===== src/rtl/p2_seq_shifter.sv =====
// p2_seq_shifter: iterative multi-mode shifter that moves one bit position per clock.
// Modes: 0 LLS, 1 RLS, 2 LAS, 3 RAS, 4 ROL, 5 ROR; 6/7 are reserved and flag err.
// Ports:
//   clk, rst_n          clock, asynchronous active-low reset
//   in_valid/in_ready   request handshake (in_ready high only in IDLE)
//   data_in, amt, mode  operand, unsigned amount, operation select
//   out_valid/out_ready result handshake (out_valid high only in DONE)
//   data_out            result, held stable in DONE until accepted
//   ovf                 sticky LAS overflow
//   err                 reserved mode requested
module p2_seq_shifter #(
    parameter int unsigned WIDTH = 8,
    parameter int unsigned SHW   = $clog2(WIDTH) + 1
) (
    input  logic             clk,
    input  logic             rst_n,
    input  logic             in_valid,
    output logic             in_ready,
    input  logic [WIDTH-1:0] data_in,
    input  logic [SHW-1:0]   amt,
    input  logic [2:0]       mode,
    output logic             out_valid,
    input  logic             out_ready,
    output logic [WIDTH-1:0] data_out,
    output logic             ovf,
    output logic             err
);

    localparam int unsigned LW = $clog2(WIDTH);
    localparam int unsigned CW = SHW;

    localparam logic [2:0] M_LLS = 3'd0;
    localparam logic [2:0] M_RLS = 3'd1;
    localparam logic [2:0] M_LAS = 3'd2;
    localparam logic [2:0] M_RAS = 3'd3;
    localparam logic [2:0] M_ROL = 3'd4;
    localparam logic [2:0] M_ROR = 3'd5;

    typedef enum logic [1:0] {
        S_IDLE  = 2'd0,
        S_SHIFT = 2'd1,
        S_DONE  = 2'd2
    } state_e;

    state_e           state_q;
    logic [WIDTH-1:0] data_q;
    logic [WIDTH-1:0] step_d;
    logic [CW-1:0]    cnt_q;
    logic [CW-1:0]    cnt_init_d;
    logic [2:0]       mode_q;
    logic             in_ready_q;
    logic             out_valid_q;
    logic             ovf_q;
    logic             err_q;
    logic             las_step_ovf_d;

    // Iteration count for a new request: shifts clamp at WIDTH, rotates wrap.
    always_comb begin
        cnt_init_d = '0;
        case (mode)
            M_LLS, M_RLS, M_LAS, M_RAS:
                cnt_init_d = (amt >= SHW'(WIDTH)) ? CW'(WIDTH) : CW'(amt);
            M_ROL, M_ROR:
                cnt_init_d = CW'(amt[LW-1:0]);
            default:
                cnt_init_d = '0;
        endcase
    end

    // One single-bit step of the working register for the latched mode.
    always_comb begin
        step_d = data_q;
        case (mode_q)
            M_LLS, M_LAS: step_d = {data_q[WIDTH-2:0], 1'b0};
            M_RLS:        step_d = {1'b0, data_q[WIDTH-1:1]};
            M_RAS:        step_d = {data_q[WIDTH-1], data_q[WIDTH-1:1]};
            M_ROL:        step_d = {data_q[WIDTH-2:0], data_q[WIDTH-1]};
            M_ROR:        step_d = {data_q[0], data_q[WIDTH-1:1]};
            default:      step_d = data_q;
        endcase
    end

    // A left arithmetic step overflows when the sign would change.
    assign las_step_ovf_d = (mode_q == M_LAS) && (data_q[WIDTH-1] != data_q[WIDTH-2]);

    // Control FSM with registered handshake flags kept in lockstep with the state.
    always_ff @(posedge clk or negedge rst_n) begin
        if (!rst_n) begin
            state_q     <= S_IDLE;
            data_q      <= '0;
            cnt_q       <= '0;
            mode_q      <= M_LLS;
            in_ready_q  <= 1'b1;
            out_valid_q <= 1'b0;
            ovf_q       <= 1'b0;
            err_q       <= 1'b0;
        end else begin
            case (state_q)
                S_IDLE: begin
                    if (in_valid) begin
                        data_q     <= data_in;
                        mode_q     <= mode;
                        cnt_q      <= cnt_init_d;
                        ovf_q      <= 1'b0;
                        err_q      <= mode[2] & mode[1];
                        in_ready_q <= 1'b0;
                        if (cnt_init_d == '0) begin
                            state_q     <= S_DONE;
                            out_valid_q <= 1'b1;
                        end else begin
                            state_q <= S_SHIFT;
                        end
                    end
                end
                S_SHIFT: begin
                    data_q <= step_d;
                    cnt_q  <= cnt_q - CW'(1);
                    if (las_step_ovf_d) begin
                        ovf_q <= 1'b1;
                    end
                    if (cnt_q == CW'(1)) begin
                        state_q     <= S_DONE;
                        out_valid_q <= 1'b1;
                    end
                end
                S_DONE: begin
                    if (out_ready) begin
                        state_q     <= S_IDLE;
                        out_valid_q <= 1'b0;
                        in_ready_q  <= 1'b1;
                    end
                end
                default: begin
                    state_q     <= S_IDLE;
                    in_ready_q  <= 1'b1;
                    out_valid_q <= 1'b0;
                end
            endcase
        end
    end

    assign in_ready  = in_ready_q;
    assign out_valid = out_valid_q;
    assign data_out  = data_q;
    assign ovf       = ovf_q;
    assign err       = err_q;

endmodule


===== config.mk =====
export PLATFORM = sky130hd
export DESIGN_NAME = p2_seq_shifter
export DESIGN_NICKNAME = d
export VERILOG_FILES = /design/src/rtl/p2_seq_shifter.sv
export SDC_FILE = /design/constraint.sdc
export NUM_CORES = 1
export LEC_CHECK = 0
export CORE_MARGIN = 3
export CORE_UTILIZATION = 60
export DETAILED_ROUTE_END_ITERATION = 16
export DONT_BUFFER_PORTS = 1
export GPL_ROUTABILITY_DRIVEN = 0
export PLACE_DENSITY = 0.74
export SLEW_MARGIN = 20
export SYNTH_ARGS = -nofsm -noshare
export SYNTH_HDL_FRONTEND = slang
export SYNTH_SLANG_ARGS = --single-unit

===== constraint.sdc =====
create_clock -name clk -period 2.2 [get_ports clk]
set_input_delay 0.44 -clock clk [delete_from_list [all_inputs] [get_ports clk]]
set_output_delay 0.44 -clock clk [all_outputs]
set_load 0.05 [all_outputs]

==> Word level (Yosys, flattened, before mapping) <==
Cells that the tools add are included.
{ "word_totals": {"register_bits": 21, "latch_bits": 0, "mem_bits_rw": 0, "rom_bits": 0, "inputBits": 19, "output_inout_bits": 12, "wordCells": 74, "mem_count": 0} }
{ "op_classes": {"addsub": 1, "multipliers": 0, "div": 0, "order_cmp": 1, "n_eq_ne": 22, "shift": 0, "n_mux": 22, "bitwise": 2, "reduce_logical": 17} }
{ "op_table": {"columns": ["cell", "n"], "rows": [
  ["$pmux W8 S5", 1],
  ["$pmux W4 S2", 2],
  ["$pmux W8 S2", 1],
  ["$eq A3 B2 Y1 const B", 4],
  ["$eq A3 B3 Y1 const B", 4],
  ["$ne A2 B2 Y1 const B", 6],
  ["$reduce_and A3 Y1", 4],
  ["$mux W2", 4],
  ["$mux W4", 2],
  ["$mux W8", 1],
  ["$reduce_and A4 Y1", 2],
  ["$mux W1", 7],
  ["$eq A3 B1 Y1 const B", 2],
  ["$logic_not A3 Y1", 2],
  ["$ne A6 B1 Y1 const B", 1],
  ["$pmux W1 S3", 2],
  ["$pmux W2 S3", 1],
  ["$ne A5 B1 Y1 const B", 1],
  ["$eq A4 B1 Y1 const B", 1],
  ["$ge A4 B4 Y1 const B", 1],
  ["$logic_not A4 Y1", 1],
  ["$reduce_and A2 Y1", 2],
  ["$reduce_or A2 Y1", 2],
  ["$reduce_or A4 Y1", 1],
  ["other kinds (10)", 10]
]} }

==> Longest topological paths before layout <==
Gate-level depths: netlist (run 1).
{ "depth": {"ltp_word": 7, "mapped_depth": 6, "mapped_depth_nobuf": 5} }

==> Least setup slack after synthesis (run 1) <==
OpenSTA, ideal clock, no wires.
{ "synth_timing": {"path_type": "flip-flop to flip-flop", "start": "reg mode_q[2]", "end": "reg data_q[5], in the netlist data_out[5]", "setup_time_ps": 80, "arrival_ps": 1347, "t_required_ps": 2120, "setup_slack_ps": 772, "stages_incl_launch_ff": 7, "n_path_buf": 3, "synth_period_minus_slack_ps": 1428, "cell_sequence": "dfrtp_1 > buf_6 > and3_1 > buf_6 > or3_1 > buf_6 > o211ai_2"} }
{ "synth_between": {"elab_chain_cells": 4, "word_cells_on_any_way": 11, "cone_classes": "6 x eq/ne; 2 x mux; 3 x reduce/logical"} }
{ "synth_lines": {"columns": ["item", "line_no", "rtl"], "rows": [
  ["start: declaration", "50", "logic [2:0] mode_q;"],
  ["start signal: assignment", "102", "mode_q <= mode;"],
  ["$eq A3 B2 Y1 / $logic_not A3 Y1 (equally long branches)", "73", "case (mode_q)"],
  ["$reduce_or A2 Y1", "73", null],
  ["$pmux W8 S5 / $ne A6 B1 Y1 (equally long branches)", null, null],
  ["$pmux W8 S2 / $reduce_and A3 Y1 (equally long branches)", null, null],
  ["end signal: assignment", "101", "data_q <= data_in;"],
  ["end signal: assignment", "116", "data_q <= step_d;"],
  ["end: declaration", "46", "logic [WIDTH-1:0] data_q;"]
]} }
Parallel ways exist; a longest one is shown, timed or not.
A chain may end at the register's enable or synchronous reset.

==> Worst setup path after layout (run 1) <==
{ "layout_timing": {"start": "reg state_q[0]", "end": "reg data_q[3], in the netlist data_out[3]"} }
{ "layout_between": {"elab_chain_cells": 3, "word_cells_on_any_way": 7, "cone_classes": "3 x eq/ne; 1 x mux; 3 x reduce/logical"} }
{ "layout_lines": {"columns": ["item", "line_no", "rtl"], "rows": [
  ["start: declaration", "45", "state_e state_q;"],
  ["start signal: assignment", "89", "state_q <= S_IDLE;"],
  ["start signal: assignment", "108", "state_q <= S_DONE;"],
  ["start signal: assignment", "111", "state_q <= S_SHIFT;"],
  ["$eq A2 B1 Y1 / $logic_not A2 Y1 (equally long branches)", "98", "case (state_q)"],
  ["$ne A6 B1 Y1 (no line) (tied with other cells)", null, null],
  ["$reduce_and A3 Y1 (no line)", null, null]
]} }
Parallel ways exist; a longest one is shown, timed or not.

==> results of run 1 <==
==> synth_stat cells, drive strengths merged <==
master and instances:
clkbuf 4, o21ai 13, and3b 1, a21oi 1, nand3b 1, nor3 2
nor3b 1, or3 1, nand4 7, ha 2, a32oi 1, and3 1
a41oi 2, inv 9, o211ai 9, xor2 1, nand2b 1, a211o 1
buf 4, nand3 4, nor2 1, o22ai 1, o41a 1, and2 1
nand4b 1, or3b 1, nand2 15, dfstp 1, nor2b 3, dfrtp 20
o21ba 2, o31ai 2, o2111a 1, a21boi 2, mux2i 7, o21bai 1
a32o 1, o211a 1
==> layout by cell type (no fill, tap or decap), types with 2 or more instances in the layout <==
master,count
a41oi_1,2
clkbuf_4,3
dfrtp_1,20
ha_1,2
inv_1,9
mux2i_1,7
nand2_1,15
nand3_1,4
nand4_1,7
nor2b_1,3
nor3_1,2
o211ai_1,2
o211ai_2,7
o21ai_0,11
o21ai_1,2
o21ba_1,2
o31ai_1,2
==> cells by family after synthesis <==
group	synth area share (%)
and+or+nand+nor	17.8
DFF	41.8
adders and majority gates	1.99
muxes	5.56
buffers and inverters	6.95
xor gates and xnor gates	0.695
AOI/OAI and AO/OA	25.2
==> worst paths after layout <==
kind	from	end	slack, ps	cells past startpoint
setup reg to reg	state_q[0]	data_out[3]	420	3
max in group asynchronous	rst_n	cnt_q[0]	910	1
min in group asynchronous	rst_n	data_out[4]	710	1
setup / recovery	state_q[0]	data_out[3]	420	3
hold reg to reg	cnt_q[2]	cnt_q[2]	550	1
hold / removal	mode[1]	mode_q[1]	230	2
==> where the power goes <==
| part | switching, W | total, W | internal, W |
|---|---|---|---|
| sequential | 0.000616 | 0.00118 | 0.000569 |
| clock | 0.000126 | 0.000194 | 0.0000680 |
| combinational | 0.000438 | 0.000807 | 0.000369 |
==> state kept, by name (all words and copies together), names as in the netlist <==
signal / count
cnt_q: 4
data_out: 8
err: 1
in_ready: 1
mode_q: 3
out_valid: 1
ovf: 1
state_q: 2
==> critical path: stages (launching register included) <==
cell and delay, ps:
dfrtp_1 640, inv_1 270, or3_1 580, o211ai_2 220
==> timing repair <==
action / CTS / global route
hold buffers: 1 / 0
setup endpoints to repair: 0 / 0
hold endpoints to repair: 21 / 0
==> layer usage <==
metal / vias to the layer above / global-route usage (%)
met5: - / 0
met4: 0 / 9.61
met3: 9 / 4.58
met2: 30 / 37.0
met1: 486 / 31.7
li1: 470 / -
==> metrics by stage <==
stage	setup WS [ps]	instance area [um2]
2_1_floorplan	772	1260
3_3_place_gp	534	1240
3_5_place_dp	468	1240
4_1_cts	446	1280
5_1_grt	287	1280
6_report	416	1280
==> area by class of cell <==
| cell class | count | area, um2 | share of cell area (%) |
|---|---|---|---|
| timing repair buffer | 2 | 17.5 | 1.37 |
| sequential | 21 | 527 | 41.1 |
| clock buffer | 3 | 22.5 | 1.76 |
| clock inverter | 1 | 5.00 | 0.390 |
| tap | 25 | 31.3 | 2.44 |
| multi-input combinational | 90 | 646 | 50.3 |
| inverter | 9 | 33.8 | 2.63 |
==> impl_metrics.py, run 1 <==
metrics = {
    "outcome": {
        "status": "finished clean",
    },
    "clock_network": {
        "cts_tree": "done",
        "postCtsSetupBuffers": 0,
        "clock-sinks": 21,
        "clk_latency_ps": 310,
        "clock-root-buffer": "clkbuf_4",
        "ctsResizeCount": 0,
        "clkTransAtPathRegs_ps": 120,
        "cts_buffer_depth": 2,
        "cts.htree.levels": 1,
        "cts_buffers": 3,
    },
    "power": {
        "power_density_nw_per_um2": 1700,
        "finalPower_w": 0.00219,
        "vdd_drop_max_mv": 1.08,
        "p_leak_nw": 0.577,
    },
    "sta": {
        "max_clock_freq_mhz": 560,
        "fin_crit_sh_pct": 81.1,
        "fin_setup_tns_ps": 0,
        "skew_ps": 2.79,
        "hold_slack_ps": 226,
        "timing.final.crit_period_ps": 1780,
        "worst_slew_pin_slew_ps": 957,
        "hold_viol": 0,
        "grt_setup_unrepaired": "false",
        "setup_viol": 0,
        "slew_headroom_pct": 36.0,
        "slew_viol_final": 0,
    },
    "drt": {
        "wl_met1_um": 1240,
        "wl_met2_um": 1320,
        "highest_layer": "met4",
        "drc": 0,
        "vias_per_cell": 6.59,
        "vias": 995,
        "drt_pass1_iterations": 6,
        "detail-route-antenna-nets": 0,
        "drt_wl_total_um": 2770,
        "avgRoutedWirePerCell_um": 18.3,
        "wl_met3_um": 156,
        "drtIter0Drc": 33,
    },
    "logic_synthesis": {
        "yosysUniqueCellTypes": 42,
        "synth_cells": 128,
        "synth_top_area_share_pct": 39.7,
        "ys_ff_latch": 21,
        "ys_seq_area_share_pct": 41.8,
        "synthTopCellsByArea": "dfrtp_1 (40%), o211ai_2 (7.0%), mux2i_1 (5.6%), nand2_1 (4.5%), o21ai_0 (4.4%)",
        "syn_avg_cell_area_um2": 9.84,
        "yosys_warnings": 0,
        "synth_nets": 149,
        "yosysTopAreaCell": "dfrtp_1",
        "netlist_area_um2": 1260,
    },
    "floorplanning": {
        "start_util_pct": 67.8,
        "die_area_um2": 2690,
        "fp.dieH_um": 51.8,
        "rows": 15,
        "die_w_um": 51.8,
        "core_um2": 1860,
        "io_pins": 31,
    },
    "global_route": {
        "gr-total-overflow": 0,
        "grt_pass1_wl_um": 4700,
        "grt_usage_pct": 23.6,
        "grt_max_degree": 22,
        "antenna_found_initial": 0,
        "grt_pass1_vias": 980,
    },
    "place": {
        "place_inst": 146,
        "io_buffers": 0,
        "dp_hpwl_um": 2010,
    },
    "worst_setup_path": {
        "worstPathRequired_ps": 2440,
        "start_kind": "register",
        "end_kind": "register",
        "cp.arrival_ps": 2020,
        "cp_max_fo": 15,
        "criticalPathCategory": "reg2reg",
    },
    "layout": {
        "fin_nets": 148,
        "area_growth_pct": 1.79,
        "fillers": 152,
        "n_antenna_cell": 0,
        "stdcell_count": 151,
        "utilization_pct": 69.0,
        "drive_above_1_share_pct": 11.9,
    },
    "job": {
        "drv_cap": 0,
    },
    "hold_path": {
        "hold_class": "in2reg",
    },
}
(Power assumes the default switching activity.)
==> run 2, diff against run 1 <==
Clock period 2.2 ns to 1.8 ns, I/O delays scaled along.
==> run 2 against run 1 <==
  * Flip-flop and latch count stayed put
  * Clock power is 20% higher
  * Critical path depth stayed put
  * Cell count is 3.3% higher
  * Worst setup slack worse by 180 ps
  * Core utilization is 2.0 points higher
  * Final area is 2.8% higher
  * First-iteration DRC count is 61% lower
  * Sequential share of layout area is 1.1 points lower
  * Routed wire length is 1.3% lower
  * Register-to-register slack worse by 180 ps
  * Critical path type unchanged
  * Highest routed layer unchanged
==> impl_metrics.py, run 2 (synthesis results as in run 1) <==
metrics = {
    "global_route": {
        "grt_max_degree": 22,
        "grt_usage_pct": 22.9,
        "antenna_found_initial": 0,
        "gr-total-overflow": 0,
        "grt_pass1_wl_um": 4620,
        "grt_pass1_vias": 1002,
    },
    "power": {
        "seq_power_share_pct": 47.4,
        "power_density_nw_per_um2": 2080,
        "p_leak_nw": 0.599,
        "internal-power_w": 0.00130,
        "combPwrFrac_pct": 44.1,
        "clkPwrFrac_pct": 8.5,
        "power_switching_w": 0.00144,
        "vdd_drop_max_mv": 1.32,
        "switching_share_pct": 52.5,
    },
    "floorplanning": {
        "core_um2": 1860,
        "die_area_um2": 2690,
        "io_pins": 31,
        "die_w_um": 51.8,
        "rows": 15,
        "fp.dieH_um": 51.8,
        "start_util_pct": 67.8,
    },
    "sta": {
        "fin_setup_tns_ps": 0,
        "setup_viol": 0,
        "skew_ps": 3.04,
        "timing.final.crit_period_ps": 1560,
        "slew_headroom_pct": 35.0,
        "slew_viol_final": 0,
        "grt_setup_unrepaired": "false",
        "fin_crit_sh_pct": 86.7,
        "hold_viol": 0,
        "worst_slew_pin_slew_ps": 971,
        "max_clock_freq_mhz": 641,
    },
    "drt": {
        "drt_wl_total_um": 2730,
        "drt_pass1_iterations": 4,
        "vias": 998,
        "avgRoutedWirePerCell_um": 17.5,
        "detail-route-antenna-nets": 0,
        "drc": 0,
        "vias_per_cell": 6.40,
        "drtIter0Drc": 13,
    },
    "clock_network": {
        "cts.htree.levels": 1,
        "clock-root-buffer": "clkbuf_4",
        "cts_tree": "done",
        "cts_buffers": 3,
        "clkTransAtPathRegs_ps": 120,
        "clk_latency_ps": 300,
        "cts_buffer_depth": 2,
        "ctsResizeCount": 0,
        "postCtsHoldBufs": 1,
        "postCtsSetupBuffers": 0,
        "clock-sinks": 21,
    },
    "worst_setup_path": {
        "criticalPathCategory": "reg2reg",
        "crit_chain": "and3_1 > or3_1 > o211ai_2",
        "rrSetupSlack_ps": 240,
        "worstPathRequired_ps": 2030,
        "start_kind": "register",
        "cp.arrival_ps": 1790,
        "cpLargestDelayFamily": "simple AND/OR/NAND/NOR gates",
        "critPathSlowestCell": "or3_1",
        "cp_num_buf_inv": 0,
        "cp_max_fo": 8,
        "end_kind": "register",
        "cpPeakStageDelay_ps": 510,
    },
    "job": {
        "drv_cap": 0,
    },
    "layout": {
        "fin_nets": 153,
        "mostFrequentLayoutCells": "dfrtp_1 (20), nand2_1 (15), o21ai_0 (11), inv_1 (9)",
        "n_antenna_cell": 0,
        "fillers": 138,
        "multi_input_area_um2": 646,
        "regArea_um2": 527,
        "final_common_cell": "dfrtp_1",
        "utilization_pct": 71.0,
        "drive_above_1_share_pct": 14.5,
        "largest_reg_flops": 8,
        "area_growth_pct": 4.67,
    },
    "place": {
        "io_buffers": 0,
        "dp_hpwl_um": 1970,
    },
    "hold_path": {
        "hold_class": "in2reg",
    },
    "outcome": {
        "status": "finished clean",
    },
}
==> run 2: changes by cell type in the layout (fill, tap and decap cells not counted) <==
cell	delta
buf_4	+5
clkbuf_1	+1
clkinv_2	-1
==> run 2: layout make-up <==
class	instances	share of cell area (%)
timing repair buffer	7	4.17
tap	25	2.37
clock buffer	4	1.99
inverter	9	2.56
multi-input combinational	90	49.0
sequential	21	39.9
==> run 2: power by group through the flow <==
stage,Sequential (W),Clock [W],Combinational (W)
2_1_floorplan,0.00131,0,0.000947
3_3_place_gp,0.00130,0,0.00118
3_5_place_dp,0.00132,0,0.00120
4_1_cts,0.00130,0.000237,0.00121
5_1_grt,0.00134,0.000256,0.00136
6_report,0.00130,0.000233,0.00121
==> run 2: worst paths after layout <==
kind | start | endpoint | cells after the start
setup / recovery | mode_q[2] | data_out[2] | 3
hold / removal | mode[1] | mode_q[1] | 2
setup reg to reg | mode_q[2] | data_out[2] | 3
hold reg to reg | cnt_q[1] | cnt_q[1] | 2
max in group asynchronous | rst_n | err | 1
min in group asynchronous | rst_n | data_out[0] | 1
==> run 2: worst reg2reg max path, stage by stage (launching register included) <==
cell      delay, ps
dfrtp_1         480
and3_1          280
or3_1           510
o211ai_2        220
==> run 2: metal layers <==
metal	global-route usage (%)	routed length, um	up-vias
met2	38.7	1380	23
met4	6.99	25	0
li1	-	-	481
met5	0	0	-
met1	29.2	1200	490
met3	4.58	123	4
==> run 2: through the flow <==
step           cell area [um2]  setup WS, ps  hold slack, ps  std cells  power [W]
2_1_floorplan             1260           372            64.4        128    0.00226
3_3_place_gp              1280           325            64.9        151    0.00247
3_5_place_dp              1280           271            64.9        151    0.00251
4_1_cts                   1320           249             161        156    0.00275
5_1_grt                   1320           188             166        156    0.00295
6_report                  1320           240             164        156    0.00275
==> run 3, diff against run 2 <==
Settings changed: CORE_UTILIZATION 60 to 52, DONT_BUFFER_PORTS 1 to default, PLACE_DENSITY 0.74 to 0.82.
Clock period 1.8 ns to 1.9 ns, I/O delays scaled along.
==> run 3 against run 2 <==
  * Final area is 20% higher
  * First-iteration DRC count increased by 110%
  * Die area grew 14%
  * Register-to-register slack improved by 90 ps
  * Core utilization decreased by 0.55 points
==> impl_metrics.py, run 3 (synthesis results as in run 1) <==
metrics = {
    "outcome": {
        "status": "finished clean",
    },
    "worst_setup_path": {
        "rrSetupSlack_ps": 330,
        "end_kind": "register",
        "cp_max_fo": 8,
        "cp.arrival_ps": 1800,
        "worstPathRequired_ps": 2140,
        "criticalPathCategory": "reg2reg",
        "reg2reg_from": "mode_q[1]",
        "start_kind": "register",
        "startpoint": "mode_q[1]",
    },
    "floorplanning": {
        "rows": 17,
        "core_um2": 2250,
        "io_pins": 31,
        "fp.dieH_um": 55.2,
        "start_util_pct": 55.9,
        "die_area_um2": 3050,
        "die_w_um": 55.2,
    },
    "clock_network": {
        "cts_tree": "done",
        "clock-sinks": 21,
        "cts_buffer_depth": 2,
        "clkTransAtPathRegs_ps": 120,
        "cts_buffers": 3,
        "postCtsHoldBufs": 0,
        "clk_latency_ps": 310,
        "cts.htree.levels": 1,
        "clock-root-buffer": "clkbuf_4",
    },
    "sta": {
        "grt_setup_unrepaired": "false",
        "worst_slew_pin_slew_ps": 499,
        "setup_viol": 0,
        "skew_ps": 1.71,
        "max_clock_freq_mhz": 638,
        "hold_viol": 0,
        "slew_headroom_pct": 66.6,
        "fin_crit_sh_pct": 82.5,
        "slew_viol_final": 0,
        "fin_setup_tns_ps": 0,
        "timing.final.crit_period_ps": 1570,
    },
    "power": {
        "power_switching_w": 0.00143,
        "vdd_drop_max_mv": 1.07,
        "seq_power_share_pct": 32.5,
        "clkPwrFrac_pct": 7.9,
        "p_leak_nw": 0.740,
        "power_density_nw_per_um2": 1780,
        "switching_share_pct": 50.5,
        "internal-power_w": 0.00140,
        "finalPower_w": 0.00283,
        "combPwrFrac_pct": 59.6,
    },
    "global_route": {
        "global_route.usage.met3_pct": 4.67,
        "grt_max_degree": 22,
        "gr-total-overflow": 0,
        "met1_usage_pct": 27.6,
        "antenna_found_initial": 0,
        "grt_usage_pct": 21.0,
        "grt_pass1_vias": 1139,
        "grt_use_met2_pct": 34.3,
        "top_usage_layer": "met2",
        "grt_pass1_wl_um": 5260,
    },
    "drt": {
        "avgRoutedWirePerCell_um": 16.3,
        "drt_wl_total_um": 3070,
        "drt_pass1_iterations": 4,
        "vias_per_cell": 6.16,
        "drc": 0,
        "detail-route-antenna-nets": 0,
        "drtIter0Drc": 27,
        "vias": 1158,
    },
    "place": {
        "io_buffers": 30,
        "dp_hpwl_um": 2310,
    },
    "layout": {
        "largest_reg_flops": 8,
        "final_common_cell": "dfrtp_1",
        "mostFrequentLayoutCells": "dfrtp_1 (20), clkdlybuf4s50_1 (18), buf_4 (17), nand2_1 (15), o21ai_0 (11)",
        "fin_nets": 182,
        "area_growth_pct": 26.0,
        "drive_above_1_share_pct": 18.8,
        "n_antenna_cell": 0,
    },
    "hold_path": {
        "hold_class": "in2async",
    },
    "job": {
        "drv_cap": 0,
    },
}
-- run 3: cell types whose count changed in the layout (fill, tap and decap cells not counted) --
cell             change
dlygate4sd3_1        -1
dlymetal6s2s_1       +1
clkdlybuf4s50_1     +18
buf_4               +11
-- run 3: final cells by class --
cell class | instances | area [um2]
clock buffers | 4 | 26.3
fillers | 169 | 667
inverters | 9 | 33.8
multi-input cells | 90 | 646
flip-flops and latches | 21 | 527
well taps | 28 | 35.0
repair buffers | 36 | 320
-- run 3: metal layers --
metal / vias up / routed length (um) / part of all wire [%]
li1: 538 / - / -
met3: 4 / 208 / 6.8
met2: 47 / 1530 / 50
met5: - / 0 / 0
met1: 569 / 1300 / 42
met4: 0 / 25 / 0.82
-- run 3: final timing paths --
kind                                to  cells after the start
setup reg to reg           data_out[6]                      3
min in group clk              in_ready                      2
hold reg to reg               in_ready                      2
hold / removal             data_out[1]                      2
setup / recovery           data_out[6]                      3
max in group asynchronous     in_ready                      2
-- run 3: timing repair --
action	CTS	global route
setup buffers	0	0
endpoints found under the setup margin	0	1
hold endpoints to repair	0	0
resized for setup	0	1
-- run 3: power by group through the flow --
stage | Clock, W | Sequential, W | Combinational [W]
after floorplan | 0 | 0.00124 | 0.000897
after global placement | 0 | 0.000912 | 0.00165
after detailed placement | 0 | 0.000925 | 0.00169
after CTS | 0.000224 | 0.000916 | 0.00169
after global routing | 0.000247 | 0.000951 | 0.00183
final | 0.000224 | 0.000919 | 0.00169
-- run 3: critical path, stage by stage (launching register included) --
cell and delay, ps:
dfrtp_1 480, and3_1 290, or3_1 500, o211ai_2 220
-- run 3: stage by stage --
stage               hold slack (ps)  cells  worst slack [ps]  utilization (%)  instance area (um2)
finish                          408    188               333             70.4                 1590
global route                    422    188               226             70.4                 1590
CTS                             416    188              36.5             70.3                 1590
detailed placement              467    184              56.9             69.1                 1560
global placement                468    184               156             69.1                 1560
floorplan                      84.4    128               472                -                 1260
